==> src/rtl/imm_gen_stage_pkg.sv <==
// Shared definitions for the immediate-generation stage.
//   imm_type_e : tag reported with every decoded immediate
//   OPC_*      : major opcodes the decoder recognises
//   sext       : sign-extends the low 'width' bits of a 32-bit field to 64 bits
package imm_pkg;

    typedef enum logic [2:0] {
        IMM_NONE  = 3'd0,
        IMM_I     = 3'd1,
        IMM_S     = 3'd2,
        IMM_B     = 3'd3,
        IMM_U     = 3'd4,
        IMM_J     = 3'd5,
        IMM_SHAMT = 3'd6,
        IMM_CSRZ  = 3'd7
    } imm_type_e;

    localparam logic [6:0] OPC_ITY    = 7'h13;
    localparam logic [6:0] OPC_LOAD   = 7'h03;
    localparam logic [6:0] OPC_STORE  = 7'h23;
    localparam logic [6:0] OPC_BRANCH = 7'h63;
    localparam logic [6:0] OPC_JALR   = 7'h67;
    localparam logic [6:0] OPC_JAL    = 7'h6f;
    localparam logic [6:0] OPC_AUIPC  = 7'h17;
    localparam logic [6:0] OPC_LUI    = 7'h37;
    localparam logic [6:0] OPC_I64TY  = 7'h1b;
    localparam logic [6:0] OPC_ENV    = 7'h73;
    localparam logic [6:0] OPC_RTY    = 7'h33;
    localparam logic [6:0] OPC_R64TY  = 7'h3b;

    // Shift the field up to bit 31, then arithmetic-shift back down so the
    // field's top bit fills everything above it.
    function automatic logic [63:0] sext(input logic [31:0] val, input int unsigned width);
        logic signed [31:0] t;
        t = $signed(val << (32 - width));
        t = t >>> (32 - width);
        return {{32{t[31]}}, t};
    endfunction

endpackage

==> src/rtl/imm_gen_stage_if.sv <==
// Handshake bundle for imm_gen_stage.
//   Input side : in_valid_i, in_ready_o, inst_i, pc_i
//   Output side: out_valid_o, out_ready_i, imme_o, imm_type_o, illegal_o,
//                target_o, pc_o
// 'slave' is the stage's view; 'master' is the surrounding pipeline's view
// (producer of instructions and consumer of results).
interface imm_gen_stage_if
    import imm_pkg::*;
#(
    parameter int XLEN = 64
);
    logic            in_valid_i;
    logic            in_ready_o;
    logic [31:0]     inst_i;
    logic [XLEN-1:0] pc_i;
    logic            out_valid_o;
    logic            out_ready_i;
    logic [XLEN-1:0] imme_o;
    imm_type_e       imm_type_o;
    logic            illegal_o;
    logic [XLEN-1:0] target_o;
    logic [XLEN-1:0] pc_o;

    modport slave (
        input  in_valid_i, inst_i, pc_i, out_ready_i,
        output in_ready_o, out_valid_o, imme_o, imm_type_o, illegal_o, target_o, pc_o
    );

    modport master (
        output in_valid_i, inst_i, pc_i, out_ready_i,
        input  in_ready_o, out_valid_o, imme_o, imm_type_o, illegal_o, target_o, pc_o
    );
endinterface

==> src/rtl/imm_gen_stage_decode.sv <==
// Combinational immediate decoder.
//   inst     : 32-bit instruction word
//   pc       : instruction PC
//   imm      : extended immediate
//   imm_type : immediate-type tag
//   illegal  : encoding not legal for this XLEN
//   target   : pc + imm for branches, JAL and AUIPC, otherwise 0
module imm_decode
    import imm_pkg::*;
#(
    parameter int XLEN = 64
) (
    input  logic [31:0]     inst,
    input  logic [XLEN-1:0] pc,
    output logic [XLEN-1:0] imm,
    output imm_type_e       imm_type,
    output logic            illegal,
    output logic [XLEN-1:0] target
);

    logic [6:0] opcode;
    logic [2:0] funct3;
    logic       is_shift;
    logic       use_target;

    assign opcode   = inst[6:0];
    assign funct3   = inst[14:12];
    assign is_shift = (funct3 == 3'b001) || (funct3 == 3'b101);

    always_comb begin
        imm        = '0;
        imm_type   = IMM_NONE;
        illegal    = 1'b0;
        use_target = 1'b0;
        case (opcode)
            OPC_ITY: begin
                if (is_shift) begin
                    // A 6-bit shift amount only exists on RV64.
                    imm_type = IMM_SHAMT;
                    imm      = XLEN'(inst[25:20]);
                    illegal  = (XLEN == 32) && inst[25];
                end else begin
                    imm_type = IMM_I;
                    imm      = XLEN'(sext({20'b0, inst[31:20]}, 12));
                end
            end
            OPC_LOAD, OPC_JALR: begin
                imm_type = IMM_I;
                imm      = XLEN'(sext({20'b0, inst[31:20]}, 12));
            end
            OPC_I64TY: begin
                // Word ops do not exist on RV32; leave imm/type cleared.
                if (XLEN == 32) begin
                    illegal = 1'b1;
                end else if (is_shift) begin
                    imm_type = IMM_SHAMT;
                    imm      = XLEN'(inst[24:20]);
                end else begin
                    imm_type = IMM_I;
                    imm      = XLEN'(sext({20'b0, inst[31:20]}, 12));
                end
            end
            OPC_STORE: begin
                imm_type = IMM_S;
                imm      = XLEN'(sext({20'b0, inst[31:25], inst[11:7]}, 12));
            end
            OPC_BRANCH: begin
                imm_type   = IMM_B;
                imm        = XLEN'(sext({19'b0, inst[31], inst[7], inst[30:25], inst[11:8], 1'b0}, 13));
                use_target = 1'b1;
            end
            OPC_JAL: begin
                imm_type   = IMM_J;
                imm        = XLEN'(sext({11'b0, inst[31], inst[19:12], inst[20], inst[30:21], 1'b0}, 21));
                use_target = 1'b1;
            end
            OPC_LUI, OPC_AUIPC: begin
                imm_type   = IMM_U;
                imm        = XLEN'(sext({inst[31:12], 12'b0}, 32));
                use_target = (opcode == OPC_AUIPC);
            end
            OPC_ENV: begin
                if (funct3[2]) begin
                    imm_type = IMM_CSRZ;
                    imm      = XLEN'(inst[19:15]);
                end
            end
            OPC_RTY, OPC_R64TY: begin
            end
            default: begin
                illegal = 1'b1;
            end
        endcase
    end

    assign target = use_target ? (pc + imm) : '0;

endmodule

==> src/rtl/imm_gen_stage.sv <==
// Registered immediate-generation stage with a two-entry skid buffer.
//   clk, rst : clock and synchronous active-high reset
//   flush_i  : drops both buffered entries and the same-cycle input
//   bus      : imm_gen_stage_if slave (instruction in, decoded result out)
// Decoding happens before the registers, so an accepted instruction appears
// at the output on the next cycle. in_ready_o depends only on registered
// state (and reset), never on out_ready_i.
module imm_gen_stage
    import imm_pkg::*;
#(
    parameter int XLEN = 64
) (
    input  logic                  clk,
    input  logic                  rst,
    input  logic                  flush_i,
    imm_gen_stage_if.slave        bus
);

    logic [XLEN-1:0] dec_imm;
    imm_type_e       dec_type;
    logic            dec_illegal;
    logic [XLEN-1:0] dec_target;

    logic            main_valid;
    logic [XLEN-1:0] main_imm;
    imm_type_e       main_type;
    logic            main_illegal;
    logic [XLEN-1:0] main_target;
    logic [XLEN-1:0] main_pc;

    logic            skid_valid;
    logic [XLEN-1:0] skid_imm;
    imm_type_e       skid_type;
    logic            skid_illegal;
    logic [XLEN-1:0] skid_target;
    logic [XLEN-1:0] skid_pc;

    logic accept;
    logic xfer;

    imm_decode #(.XLEN(XLEN)) u_decode (
        .inst     (bus.inst_i),
        .pc       (bus.pc_i),
        .imm      (dec_imm),
        .imm_type (dec_type),
        .illegal  (dec_illegal),
        .target   (dec_target)
    );

    assign bus.in_ready_o  = !rst && !skid_valid;
    assign accept          = bus.in_valid_i && bus.in_ready_o;
    assign xfer            = main_valid && bus.out_ready_i;

    assign bus.out_valid_o = main_valid;
    assign bus.imme_o      = main_imm;
    assign bus.imm_type_o  = main_type;
    assign bus.illegal_o   = main_illegal;
    assign bus.target_o    = main_target;
    assign bus.pc_o        = main_pc;

    // Main is refilled whenever it is free this cycle, from skid first so
    // order is preserved. Accepting input while skid is full cannot happen
    // because in_ready_o is low then. Flush only drops the valid bits.
    always_ff @(posedge clk) begin
        if (rst) begin
            main_valid   <= 1'b0;
            main_imm     <= '0;
            main_type    <= IMM_NONE;
            main_illegal <= 1'b0;
            main_target  <= '0;
            main_pc      <= '0;
            skid_valid   <= 1'b0;
            skid_imm     <= '0;
            skid_type    <= IMM_NONE;
            skid_illegal <= 1'b0;
            skid_target  <= '0;
            skid_pc      <= '0;
        end else if (flush_i) begin
            main_valid <= 1'b0;
            skid_valid <= 1'b0;
        end else if (xfer || !main_valid) begin
            if (skid_valid) begin
                main_valid   <= 1'b1;
                main_imm     <= skid_imm;
                main_type    <= skid_type;
                main_illegal <= skid_illegal;
                main_target  <= skid_target;
                main_pc      <= skid_pc;
                skid_valid   <= 1'b0;
            end else if (accept) begin
                main_valid   <= 1'b1;
                main_imm     <= dec_imm;
                main_type    <= dec_type;
                main_illegal <= dec_illegal;
                main_target  <= dec_target;
                main_pc      <= bus.pc_i;
            end else begin
                main_valid   <= 1'b0;
            end
        end else if (accept) begin
            skid_valid   <= 1'b1;
            skid_imm     <= dec_imm;
            skid_type    <= dec_type;
            skid_illegal <= dec_illegal;
            skid_target  <= dec_target;
            skid_pc      <= bus.pc_i;
        end
    end

endmodule

==> src/flat_wrapper.sv <==
// flat-port wrapper written by rule: the top's interface ports become plain ports
module imm_gen_stage_flat import imm_pkg::*;
#(
    parameter int XLEN = 64
)
  (clk, rst, flush_i, bus_in_valid_i, bus_inst_i, bus_pc_i, bus_out_ready_i, bus_in_ready_o, bus_out_valid_o, bus_imme_o, bus_imm_type_o, bus_illegal_o, bus_target_o, bus_pc_o);
  imm_gen_stage_if #(.XLEN(XLEN)) bus_i ();
  input  logic clk;
  input  logic rst;
  input  logic flush_i;
  input wire logic [$bits(bus_i.in_valid_i)-1:0] bus_in_valid_i;
  input wire logic [$bits(bus_i.inst_i)-1:0] bus_inst_i;
  input wire logic [$bits(bus_i.pc_i)-1:0] bus_pc_i;
  input wire logic [$bits(bus_i.out_ready_i)-1:0] bus_out_ready_i;
  output wire logic [$bits(bus_i.in_ready_o)-1:0] bus_in_ready_o;
  output wire logic [$bits(bus_i.out_valid_o)-1:0] bus_out_valid_o;
  output wire logic [$bits(bus_i.imme_o)-1:0] bus_imme_o;
  output wire logic [$bits(bus_i.imm_type_o)-1:0] bus_imm_type_o;
  output wire logic [$bits(bus_i.illegal_o)-1:0] bus_illegal_o;
  output wire logic [$bits(bus_i.target_o)-1:0] bus_target_o;
  output wire logic [$bits(bus_i.pc_o)-1:0] bus_pc_o;
  assign bus_i.in_valid_i = bus_in_valid_i;
  assign bus_i.inst_i = bus_inst_i;
  assign bus_i.pc_i = bus_pc_i;
  assign bus_i.out_ready_i = bus_out_ready_i;
  assign bus_in_ready_o = bus_i.in_ready_o;
  assign bus_out_valid_o = bus_i.out_valid_o;
  assign bus_imme_o = bus_i.imme_o;
  assign bus_imm_type_o = bus_i.imm_type_o;
  assign bus_illegal_o = bus_i.illegal_o;
  assign bus_target_o = bus_i.target_o;
  assign bus_pc_o = bus_i.pc_o;
  imm_gen_stage #(.XLEN(XLEN)) u_core (.clk(clk), .rst(rst), .flush_i(flush_i), .bus(bus_i));
endmodule
==> config.mk <==
export PLATFORM = sky130hd
export DESIGN_NAME = imm_gen_stage_flat
export DESIGN_NICKNAME = d
export VERILOG_FILES = /design/src/rtl/imm_gen_stage_pkg.sv /design/src/rtl/imm_gen_stage_if.sv /design/src/rtl/imm_gen_stage_decode.sv /design/src/rtl/imm_gen_stage.sv /design/src/flat_wrapper.sv
export SDC_FILE = /design/constraint.sdc
export NUM_CORES = 1
export LEC_CHECK = 0
export ABC_AREA = 1
export CAP_MARGIN = 20
export CELL_PAD_IN_SITES_DETAIL_PLACEMENT = 1
export CELL_PAD_IN_SITES_GLOBAL_PLACEMENT = 1
export CORE_ASPECT_RATIO = 1.1
export CORE_MARGIN = 4
export CORE_UTILIZATION = 38
export CTS_BUF_LIST = sky130_fd_sc_hd__clkbuf_16
export CTS_CLUSTER_SIZE = 10
export DETAILED_ROUTE_END_ITERATION = 12
export GPL_TIMING_DRIVEN = 0
export PLACE_DENSITY = 0.89
export REMOVE_ABC_BUFFERS = 1
export SLEW_MARGIN = 20
export SYNTH_ARGS = -nofsm -noshare
export SYNTH_HDL_FRONTEND = slang
export SYNTH_SLANG_ARGS = --single-unit
==> constraint.sdc <==
create_clock -name clk -period 4.4 [get_ports clk]
set_input_delay 0.44 -clock clk [delete_from_list [all_inputs] [get_ports clk]]
set_output_delay 0.44 -clock clk [all_outputs]
set_load 0.1 [all_outputs]
==> reports/metrics.csv, run 1 <==
metric,value,unit
place_ws,-0.687,ns
setup_viol,0,
maxCapViolCount,0,
path_max_fanout,8,
tritoncts,done,
slowest_stage,clkdlybuf4s50_1,
cts_inserted_buffers,41,
rows,86,
antenna_found_initial,0,
grt_setup_unrepaired,true,
status,completed,
wl_per_cell,18.2,um
yosysWarnings,0,
clock_latency,0.57,ns
timing.slew.headroom,0.274,
crit_top_cell,nand2_1,
die_w,223,um
finalClockSkew,0.0250,ns
drive_gt1_frac,0.0400,
seq_area_frac_synth,0.340,
power_leakage,11.7,nW
max_freq,238,MHz
end_kind,flip-flop,
r2r_slack,0.63,ns
max_stage_delay,0.46,ns
first_pass_iters,4,
via_per_inst,5.20,
synth_cell_types,35,
hp-class,in2reg,
track_usage,0.260,
utilization,0.482,
r2r_start,u_core.skid_valid,
n_fill_cell,6735,
ys_seq_elements,330,
p_total,7.59,mW
async_flop_share,0,
grt_pass1_wl,116000,um
syn-instance-count,3184,
grt_overflow,0,
place.gp.congestion,0.909,
r2r_end,u_core.bus.imme_o[24],
path_cells,clkdlybuf4s50_1 > nand2_1 > nor2_1 > nand2_1 > nor4_2 > nand2_2 > o221ai_4 > ha_1 > inv_1 > fa_1 > nor2_1 > nand2_1 > nand3_1 > nand2_1 > nand2_1 > nand2_1 > nand2_1 > nand2_1 > nand2_1 > nand2_1 > nand3_1 > nand2_1 > nand2_1 > a21oi_1,
nets,3549,
hpwlAfterDp,55500,um
worstHoldStart,rst,
start_util,0.385,
min_to,u_core.bus.target_o[58],
synth_area_per_cell,6.10,sq um
clk_root_buffer_cell,clkbuf_16,
period_share,0.954,
power.density,313,mW/mm^2
critPathBufInv,2,
grt_pass1_vias,21310,
worst_hold_path.num_cells,2,
start_kind,primary input,
postRouteAntennaNets,0,
cp-startpoint,bus_inst_i[1],
worstPathArrival,4.63,ns
initialDrtViolationCount,1107,
drt-total-wl,73900,um
holdBufCountCts,0,
clk_pin_slew,0.05,ns
grt_max_degree,106,
core-area,0.0504,sq mm
r2r_cells,14,
worst_pin_slew,1.09,ns
synthToLayoutAreaGrowth,25.1,%
die_h,245,um
ys.flop_type,dfxtp_1,
finalSetupTns,0,ns
antenna_cells,0,
io_buffers,298,
vias,21100,
io-pin-count,299,
cp.required,4.83,ns
synth_edf_count,0,
die-area,0.0548,sq mm
drc,0,
numClockSinks,330,
hold_violations,0,
synth_area,0.0194,sq mm
htree_levels,2,
cts_max_path_buffers,3,
period_needed,4.20,ns
slew_violations,0,
worstSetupPathType,in2reg,
layout_setup_ws,0.201,ns
critPathTopFamily,simple AND/OR/NAND/NOR gates,
vdd_drop_max,0.234,mV
==> power breakdown <==
part           leakage (nW)  total [mW]  internal [mW]  switching, mW
logic                  8.39        1.37          0.368          0.997
clock network         0.617        3.15           1.85           1.30
registers              2.67        3.08           3.05         0.0329
total                  11.7        7.59           5.26           2.33
==> cell type report <==
cell class                      count  area [sq um]  share of cell area
Inverter                          397          1520              0.0624
Timing Repair Buffer              340          3600               0.148
Multi-Input combinational cell   2274         10500               0.433
Clock buffer                       43          1080              0.0443
Sequential cell                   330          6610               0.272
Clock inverter                     15           121             0.00500
Tap cell                          660           826              0.0340
==> registers in the layout, summed over array words and instances (netlist names), 3 cells and up <==
name / flops
u_core.bus.target_o: 64
u_core.skid_target: 64
u_core.bus.imme_o: 32
u_core.bus.pc_o: 64
u_core.skid_pc: 64
u_core.skid_type: 3
u_core.skid_imm: 32
u_core.bus.imm_type_o: 3
==> cell usage after synthesis (3+ instances only) <==
| cell type | n | share of area |
|---|---|---|
| nand4_1 | 12 | 0.0039 |
| dfxtp_1 | 330 | 0.34 |
| buf_4 | 34 | 0.013 |
| buf_2 | 21 | 0.0054 |
| nand3b_1 | 11 | 0.0043 |
| o211ai_1 | 15 | 0.0058 |
| a31oi_1 | 64 | 0.021 |
| a21oi_1 | 293 | 0.076 |
| nor2_1 | 370 | 0.072 |
| nand2_2 | 4 | 0.0013 |
| buf_1 | 5 | 0.00097 |
| inv_1 | 388 | 0.075 |
| a21o_1 | 8 | 0.0031 |
| nand3_1 | 104 | 0.027 |
| nor4_1 | 3 | 0.00097 |
| nand2_1 | 979 | 0.19 |
| or2_2 | 14 | 0.0045 |
| nor3_1 | 19 | 0.0049 |
| o21bai_1 | 6 | 0.0023 |
| o21ai_0 | 289 | 0.075 |
| o21a_1 | 3 | 0.0012 |
| ha_1 | 63 | 0.041 |
| inv_2 | 8 | 0.0015 |
| o21ai_1 | 7 | 0.0018 |
| clkbuf_1 | 121 | 0.023 |
==> routing by layer <==
layer,share of wire,wire (um),GRT usage
met2,0.50,36600,0.465
met4,0.033,2440,0.0798
met3,0.038,2810,0.0319
met5,0,0,0
met1,0.43,32000,0.326
==> through the flow <==
stage               cell area (sq um)  hold slack [ns]  cells
floorplan                       18600            0.439   3001
global placement                22400            0.451   3959
detailed placement              23000            0.455   3998
CTS                             24200            0.265   4056
global route                    24300            0.283   4059
finish                          24300            0.264   4059
==> placed cells by master (no fill, tap or decap), types with 3 or more instances in the layout <==
cell type / n
buf_8: 6
nand3_1: 104
buf_6: 10
nor3_1: 18
o21ai_0: 286
clkbuf_16: 43
inv_2: 6
buf_4: 15
nand2_1: 975
a21oi_1: 292
o211ai_1: 15
a21o_1: 8
or2_2: 14
clkinv_2: 3
o21ai_1: 10
nor2_1: 368
buf_16: 10
nand3b_1: 11
nand4_1: 12
o21bai_1: 6
o21a_1: 3
clkdlybuf4s50_1: 297
inv_1: 395
ha_1: 62
nand2_2: 6
dfxtp_1: 329
a31oi_1: 64
==> what timing repair did <==
action	in CTS	in global routing
pin swaps	0	2
setup buffers	0	3
setup endpoints to repair	8	67
resized for setup	1	16
==> cell families after synthesis <==
kind of cell / after synthesis / share of synthesized area
AOI/OAI and AO/OA: 688 / 0.187
xor gates and xnor gates: 2 / 0.000903
adders and majority gates: 64 / 0.0416
buffers and inverters: 580 / 0.121
DFF: 330 / 0.340
and+or+nand+nor: 1520 / 0.310
==> how the worst max path moves through the flow <==
stage | to | cells after the start
6_report | u_core.bus.target_o[42] | 24
3_5_place_dp | u_core.bus.target_o[42] | 24
5_1_grt | u_core.bus.target_o[34] | 24
4_1_cts | u_core.bus.target_o[53] | 24
3_3_place_gp | u_core.skid_imm[1] | 8
2_1_floorplan | u_core.bus.imme_o[62] | 2
No activity file was read; power rests on OpenSTA's default activity.
==> run 2: changes to the inputs <==
SKIP_CTS_REPAIR_TIMING = 1   (was not set)
==> run 2 against run 1 <==
Combinational power is essentially flat. Cell area about the same. Flip-flop and latch count is the same. Core utilization about the same. Clock-buffer cell count stayed put. Global-route usage barely moved. First-iteration DRC count rose by 4.5%. Critical endpoint unchanged. Highest routed layer unchanged.
==> reports/metrics.csv, run 2 (synthesis results as in run 1) <==
metric,value,unit
status,completed,
die-area,0.0548,sq mm
worstHoldStart,rst,
antenna_found_initial,0,
power_leakage,11.7,nW
period_share,0.957,
setup_viol,0,
finalClockSkew,0.0251,ns
worst_pin_slew,1.09,ns
die_w,223,um
critPathBufInv,2,
io_buffers,298,
timing.slew.headroom,0.273,
place.gp.congestion,0.909,
antenna_cells,0,
p_total,7.59,mW
r2r_start,u_core.skid_valid,
cp-startpoint,bus_inst_i[1],
postRouteAntennaNets,0,
grt_pass1_vias,21310,
mostFrequentLayoutCells,"nand2_1 (975), inv_1 (395), nor2_1 (368), dfxtp_1 (329), clkdlybuf4s50_1 (297)",
start_util,0.385,
hpwlAfterDp,55500,um
slowest_stage,clkdlybuf4s50_1,
worstSetupPathType,in2reg,
worstPathArrival,4.64,ns
r2r_cells,14,
hold_ws,0.262,ns
vdd_drop_max,0.234,mV
crit_top_cell,nand2_1,
critPathTopFamily,simple AND/OR/NAND/NOR gates,
hp-class,in2reg,
track_usage,0.260,
numClockSinks,330,
cts_max_path_buffers,3,
drc,0,
power.density,313,mW/mm^2
slew_violations,0,
io-pin-count,299,
max_freq,237,MHz
initialDrtViolationCount,1157,
utilization,0.482,
period_needed,4.21,ns
start_kind,primary input,
htree_levels,2,
cts_inserted_buffers,41,
grt_overflow,0,
clk_root_buffer_cell,clkbuf_16,
nets,3549,
vias,21072,
synthToLayoutAreaGrowth,25.0,%
via_per_inst,5.19,
die_h,245,um
tritoncts,done,
final_common_cell,nand2_1,
grt_max_degree,106,
max_stage_delay,0.46,ns
clk_pin_slew,0.05,ns
maxCapViolCount,0,
clock_latency,0.57,ns
worst_hold_path.num_cells,2,
path_max_fanout,8,
place_ws,-0.687,ns
drt-total-wl,73900,um
wl_per_cell,18.2,um
core-area,0.0504,sq mm
path_depth,24,
finalSetupTns,0,ns
grt_setup_unrepaired,true,
rows,86,
first_pass_iters,4,
grt_pass1_wl,116000,um
end_kind,flip-flop,
layout_setup_ws,0.188,ns
drive_gt1_frac,0.0400,
path_cells,clkdlybuf4s50_1 > nand2_1 > nor2_1 > nand2_1 > nor4_2 > nand2_2 > o221ai_4 > ha_1 > inv_1 > fa_1 > nor2_1 > nand2_1 > nand3_1 > nand2_1 > nand2_1 > nand2_1 > nand2_1 > nand2_1 > nand2_1 > nand2_1 > nand3_1 > nand2_1 > nand2_1 > a21oi_1,
cp.required,4.83,ns
hold_violations,0,
==> run 2: final cells by class <==
class	instances	area (sq um)
sequential	330	6610
multi-input combinational	2274	10500
clock buffer	43	1080
clock inverter	15	121
tap	660	826
timing repair buffer	340	3600
inverter	397	1520
fill	6733	26100
==> run 2: worst paths after layout <==
path                             end  slack [ns]
max          u_core.bus.target_o[42]        0.19
min          u_core.bus.target_o[58]        0.26
max reg2reg    u_core.bus.imme_o[24]        0.63
min reg2reg  u_core.bus.target_o[56]        0.46
==> run 2: worst register-to-register path, stage by stage, from the launching register on <==
cell and delay (ns):
dfxtp_4 0.70, buf_12 0.31, inv_8 0.22, nand2_1 0.20, inv_1 0.09, nor3_4 0.38
buf_6 0.22, buf_8 0.19, buf_8 0.21, buf_8 0.20, inv_8 0.13, buf_16 0.28
a21oi_1 0.31, o21ai_0 0.12, a21oi_1 0.14
==> run 2: report_power, final <==
| part | total, mW | switching (mW) | leakage [nW] | internal [mW] |
|---|---|---|---|---|
| Combinational | 1.37 | 0.998 | 8.38 | 0.368 |
| Clock | 3.15 | 1.30 | 0.617 | 1.85 |
| Sequential | 3.08 | 0.0329 | 2.67 | 3.05 |
| Total | 7.59 | 2.33 | 11.7 | 5.26 |
==> run 2: metrics by stage <==
| stage | instance area, sq um | cells |
|---|---|---|
| 6_report | 24300 | 4059 |
| 5_1_grt | 24300 | 4059 |
| 4_1_cts | 24200 | 4056 |
| 3_5_place_dp | 23000 | 3998 |
| 3_3_place_gp | 22400 | 3959 |
| 2_1_floorplan | 18600 | 3001 |
==> run 2: metal layers <==
layer | GRT usage | routed length, um
met3 | 0.0319 | 2670
met1 | 0.326 | 32100
met4 | 0.0798 | 2480
met5 | 0 | 0
met2 | 0.465 | 36600
